`src/rtl/muldiv_unit.sv`:
```
// Multi-cycle multiply/divide unit that owns the architectural HI/LO registers.
// Multiplies finish in MUL_CYCLES; divides take 32 restoring steps plus one sign-fix cycle.
module muldiv_unit #(
  parameter int MUL_CYCLES = 2
) (
  input  logic        clk,
  input  logic        resetn,
  input  logic        op_valid,
  input  logic [2:0]  op,
  input  logic [31:0] a,
  input  logic [31:0] b,
  input  logic        flush,
  output logic        op_ready,
  output logic        busy,
  output logic        done,
  output logic [31:0] hi,
  output logic [31:0] lo
);
  localparam int DIV_CYCLES = 33;

  localparam logic [2:0] OP_MULT  = 3'd1;
  localparam logic [2:0] OP_MULTU = 3'd2;
  localparam logic [2:0] OP_DIV   = 3'd3;
  localparam logic [2:0] OP_DIVU  = 3'd4;
  localparam logic [2:0] OP_MTHI  = 3'd5;
  localparam logic [2:0] OP_MTLO  = 3'd6;

  typedef enum logic [1:0] {IDLE, MUL, DIV} state_t;

  state_t      state_reg, state_next;
  logic [5:0]  cnt_reg, cnt_next;
  logic        accept, mul_last, div_last, signed_op;

  logic [31:0] hi_reg, lo_reg;
  logic [31:0] a_reg, b_reg, rem_reg, quo_reg;
  logic        is_signed_reg, q_neg_reg, r_neg_reg, div_zero_reg;
  logic [63:0] product;
  logic [32:0] shifted, trial;

  assign busy      = (state_reg != IDLE);
  assign op_ready  = ~busy;
  assign accept    = op_valid & op_ready & ~flush;
  assign mul_last  = (state_reg == MUL) && (cnt_reg == 6'(MUL_CYCLES - 1));
  assign div_last  = (state_reg == DIV) && (cnt_reg == 6'(DIV_CYCLES - 1));
  assign done      = mul_last | div_last;
  assign signed_op = (op == OP_MULT) || (op == OP_DIV);
  assign hi        = hi_reg;
  assign lo        = lo_reg;

  always_ff @(posedge clk or negedge resetn) begin
    if (!resetn) begin
      state_reg <= IDLE;
      cnt_reg   <= '0;
    end else begin
      state_reg <= state_next;
      cnt_reg   <= cnt_next;
    end
  end

  always_comb begin
    state_next = state_reg;
    cnt_next   = cnt_reg;
    case (state_reg)
      IDLE: begin
        if (accept) begin
          cnt_next = '0;
          if (op == OP_MULT || op == OP_MULTU)
            state_next = MUL;
          else if (op == OP_DIV || op == OP_DIVU)
            state_next = DIV;
        end
      end
      MUL, DIV: begin
        if (done) begin
          state_next = IDLE;
          cnt_next   = '0;
        end else begin
          cnt_next = cnt_reg + 6'd1;
        end
      end
      default: begin
        state_next = IDLE;
        cnt_next   = '0;
      end
    endcase
    if (flush) begin
      state_next = IDLE;
      cnt_next   = '0;
    end
  end

  // Low 64 bits of the extended product are correct for both signed and unsigned forms.
  assign product = {{32{is_signed_reg & a_reg[31]}}, a_reg} *
                   {{32{is_signed_reg & b_reg[31]}}, b_reg};
  assign shifted = {rem_reg, quo_reg[31]};
  assign trial   = shifted - {1'b0, b_reg};

  always_ff @(posedge clk or negedge resetn) begin
    if (!resetn) begin
      hi_reg        <= '0;
      lo_reg        <= '0;
      a_reg         <= '0;
      b_reg         <= '0;
      rem_reg       <= '0;
      quo_reg       <= '0;
      is_signed_reg <= 1'b0;
      q_neg_reg     <= 1'b0;
      r_neg_reg     <= 1'b0;
      div_zero_reg  <= 1'b0;
    end else begin
      if (accept) begin
        case (op)
          OP_MTHI: hi_reg <= a;
          OP_MTLO: lo_reg <= a;
          OP_MULT, OP_MULTU: begin
            a_reg         <= a;
            b_reg         <= b;
            is_signed_reg <= signed_op;
          end
          OP_DIV, OP_DIVU: begin
            // Divide on magnitudes; b_reg holds the divisor, quo_reg shifts the dividend out.
            rem_reg      <= '0;
            quo_reg      <= (signed_op && a[31]) ? -a : a;
            b_reg        <= (signed_op && b[31]) ? -b : b;
            q_neg_reg    <= signed_op && (a[31] ^ b[31]);
            r_neg_reg    <= signed_op && a[31];
            div_zero_reg <= (b == '0);
          end
          default: ;
        endcase
      end
      if (state_reg == DIV && !div_last) begin
        if (!trial[32]) begin
          rem_reg <= trial[31:0];
          quo_reg <= {quo_reg[30:0], 1'b1};
        end else begin
          rem_reg <= shifted[31:0];
          quo_reg <= {quo_reg[30:0], 1'b0};
        end
      end
      if (done && !flush) begin
        if (mul_last) begin
          {hi_reg, lo_reg} <= product;
        end else if (!div_zero_reg) begin
          lo_reg <= q_neg_reg ? -quo_reg : quo_reg;
          hi_reg <= r_neg_reg ? -rem_reg : rem_reg;
        end
      end
    end
  end
endmodule

```
`config.mk`:
```
export PLATFORM = sky130hd
export DESIGN_NAME = muldiv_unit
export DESIGN_NICKNAME = d
export VERILOG_FILES = /design/src/rtl/muldiv_unit.sv
export SDC_FILE = /design/constraint.sdc
export NUM_CORES = 2
export LEC_CHECK = 0
export BUFFER_PORTS_ARGS = -buffer_cell sky130_fd_sc_hd__buf_2
export CORE_AREA = 3 3 460 462
export CTS_BUF_LIST = sky130_fd_sc_hd__clkbuf_2
export DETAILED_ROUTE_END_ITERATION = 12
export DIE_AREA = 0 0 463 465
export SLEW_MARGIN = 20
export SYNTH_ARGS = -nofsm -noshare
export SYNTH_HDL_FRONTEND = slang
export SYNTH_SLANG_ARGS = --single-unit
```
`constraint.sdc`:
```
create_clock -name clk -period 13 [get_ports clk]
set_clock_uncertainty 0.05 [all_clocks]
set_input_delay 3.9 -clock clk [delete_from_list [all_inputs] [get_ports clk]]
set_output_delay 3.9 -clock clk [all_outputs]
set_load 0.03 [all_outputs]
```
==> results.toml <==
[run_status]
run_status = "complete, no violations"

[critical_path]
worst_path_most_repeated_cell = "sky130_fd_sc_hd__fa_1"
critical_path_class = "flip-flop to flip-flop"
ff2ff_path_depth = 28
slowest_stage = "sky130_fd_sc_hd__fa_1"
cp_data_arrival_time_ns = 10.14
crit_cells = 28
cpPeakStageDelay_ns = 0.92
cp_max_fo = 13
setup.worst_path.end_class = "flip-flop"
critPathTopFamily = "adder cells"
cp.required_ns = 13.79
worstSetupStartpointType = "flip-flop"
worst-path-buf-inv = 7

[sta]
slew_violations = 0
slew_headroom_pct = 25.1
slew_at_the_pin_closest_to_its_max_slew_limit_ns = 1.12
setup-violations-final = 0
fin_setup_tns_ns = 0
setup_repair_after_global_routing_missed_its_margin = "no"
min_period_over_period_pct = 71.9
period_minus_slack_ns = 9.35
timing_hold_violations_final = 0
max_clock_freq_mhz = 107
postLayoutSetupSlackWorst_ns = 3.65
timing.hold.ws_ns = 0.454

[clocking]
worst_path_clk_slew_ns = 0.09
clock_latency_ns = 1.03
cts_post_setup_buffers_inserted = 0
cts_buffers = 66
cts_sinks = 204
clock_path_buffers = 3
h-tree-depth = 3
postCtsResizedCells = 0
ctsHoldBuffers = 0
cts_tree = "built"
clock_tree.root_cell = "sky130_fd_sc_hd__clkbuf_2"

[final_layout]
post_layout_nets = 7221
final.fill_count = 22200
layout_common_cells = "1,182 x sky130_fd_sc_hd__inv_1, 1,126 x sky130_fd_sc_hd__fa_1, 934 x sky130_fd_sc_hd__nand2_1"
stdcell_count = 8609
layout-drive-gt1-share_pct = 6.96
syn2layout_area_growth_pct = 8.34
most_common_library_cell_in_the_layout_ignoring_fill_and_taps = "sky130_fd_sc_hd__inv_1"

[synthesis]
synthesis.area_per_instance_um2 = 8.94
number_of_register_bits_inferred_by_synthesis = 204
synth.net_count = 7247
synth_top_cell_by_area = "sky130_fd_sc_hd__fa_1"
async_flop_share_pct = 100
synth-edff-count = 0
post_synthesis_instance_area_mm2 = 0.0518
synth.area.top_cells = "sky130_fd_sc_hd__fa_1 44%, sky130_fd_sc_hd__dfrtp_1 9.9%, sky130_fd_sc_hd__inv_1 8.6%"
yosys_warnings = 0
yosys.area.top_type_share_pct = 43.5
yosysUniqueCellTypes = 76
synth-seq-area-share_pct = 9.85
instance_count_of_the_mapped_netlist = 5796
synth_top_flop_cell = "sky130_fd_sc_hd__dfrtp_1"

[placed_design]
routabilityCongestion = 0.925
hpwl_after_dpl_um = 133000
dpl.cell_count = 8490
detailedPlace.worstSlack_ns = 3.74
portBuffers = 137

[floorplanning]
floorplan.initialDensity_pct = 25.0
fp-row-count = 167
core_region_area_mm2 = 0.207
chip_width_um = 463
io_pins = 138
fp.dieArea_mm2 = 0.215
die_h_um = 465

[min_path]
holdCritPathClass = "flip-flop to flip-flop"
timing.hold.worst_path_depth = 1

[route]
num_vias = 41200
wire_per_inst_um = 20.4
routed_wirelength_um = 176000
drt_first_iter_violations = 3467
detailedRoute.firstPassIterationCount = 8
drtAntennaViolNets = 0
viasPerCell = 4.78
drc = 0

[run]
cap_viol_max_count = 0

[grt]
grt_pass1_vias = 43700
grt_start_max_net_pins = 100
global_route.usage.total_pct = 16.4
grt_antenna_before_repair = 9
gr-total-overflow = 0
grt_pass1_wl_um = 272000
-- layer usage --
metal,vias up,share of wire [%],track usage [%],routed length (um)
met5,-,0,0,0
li1,17600,-,-,-
met2,1828,45,26.2,79700
met3,395,8.6,3.19,15100
met4,0,5.1,6.90,8890
met1,21400,41,21.6,71900
-- final timing paths --
| check | from | end | slack (ns) |
|---|---|---|---|
| worst max-delay path | is_signed_reg | hi[31] | 3.65 |
| worst min-delay path | cnt_reg[4] | cnt_reg[4] | 0.45 |
| worst max register to register | is_signed_reg | hi[31] | 3.65 |
| worst min register to register | cnt_reg[4] | cnt_reg[4] | 0.45 |
| max in group asynchronous | resetn | a_reg[22] | 7.76 |
| min in group asynchronous | resetn | a_reg[26] | 2.94 |
-- synth_stat cells (5+ instances only) --
cell type	count
sky130_fd_sc_hd__o41ai_1	9
sky130_fd_sc_hd__o21a_1	18
sky130_fd_sc_hd__o21ai_0	197
sky130_fd_sc_hd__a221oi_1	12
sky130_fd_sc_hd__nor2b_1	14
sky130_fd_sc_hd__a31oi_1	21
sky130_fd_sc_hd__nand2_1	935
sky130_fd_sc_hd__buf_1	6
sky130_fd_sc_hd__o22ai_1	15
sky130_fd_sc_hd__dfrtp_1	204
sky130_fd_sc_hd__and4_1	5
sky130_fd_sc_hd__o21bai_1	12
sky130_fd_sc_hd__nand3b_1	9
sky130_fd_sc_hd__mux2i_1	95
sky130_fd_sc_hd__a222oi_1	24
sky130_fd_sc_hd__a22oi_1	17
sky130_fd_sc_hd__clkbuf_1	310
sky130_fd_sc_hd__inv_1	1182
sky130_fd_sc_hd__or3_1	15
sky130_fd_sc_hd__and3_1	27
sky130_fd_sc_hd__nor3_1	32
sky130_fd_sc_hd__a21oi_1	180
sky130_fd_sc_hd__or4_1	17
sky130_fd_sc_hd__o211ai_1	16
sky130_fd_sc_hd__nor4_1	9
sky130_fd_sc_hd__nor3b_1	6
sky130_fd_sc_hd__nand4_1	11
sky130_fd_sc_hd__xnor2_1	133
sky130_fd_sc_hd__nor2_1	162
sky130_fd_sc_hd__xor2_1	85
sky130_fd_sc_hd__o221ai_1	12
sky130_fd_sc_hd__a211oi_1	11
sky130_fd_sc_hd__or2_2	16
sky130_fd_sc_hd__nand2b_1	24
sky130_fd_sc_hd__fa_1	1126
sky130_fd_sc_hd__o31ai_1	44
sky130_fd_sc_hd__mux2_2	33
sky130_fd_sc_hd__and2_1	352
sky130_fd_sc_hd__ha_1	254
sky130_fd_sc_hd__a21o_1	45
sky130_fd_sc_hd__nand3_1	35
-- final cells by class --
type | instances | area (um2) | share of cell area [%]
diodes | 6 | 15.0 | 0.0267
clock buffers | 92 | 460 | 0.820
clock inverters | 21 | 139 | 0.247
inverters | 1183 | 4440 | 7.91
multi-input cells | 4089 | 41100 | 73.2
flip-flops and latches | 204 | 5110 | 9.10
well taps | 2788 | 3490 | 6.21
repair buffers | 226 | 1360 | 2.43
-- through the flow --
stage                     instance area (um2)  util (%)
after floorplan                         51800         -
after global placement                  55500      26.8
after detailed placement                55500      26.8
after CTS                               56100      27.0
after global routing                    56100      27.0
final                                   56100      27.1
-- logic make-up (layout without fill, tap and decap cells) --
group,Yosys count,after routing,share of synthesized area (%)
muxes,128,128,2.55
adders and majority gates,1380,1380,49.6
other,0,6,0
xor gates and xnor gates,219,219,3.72
DFF,204,204,9.85
buffers and inverters,1503,1522,10.9
AOI/OAI and AO/OA,678,678,8.27
and+or+nand+nor,1684,1684,15.1
Power is not shown: default switching activity piles up to over one toggle a cycle in this logic, so the estimate is an artifact.
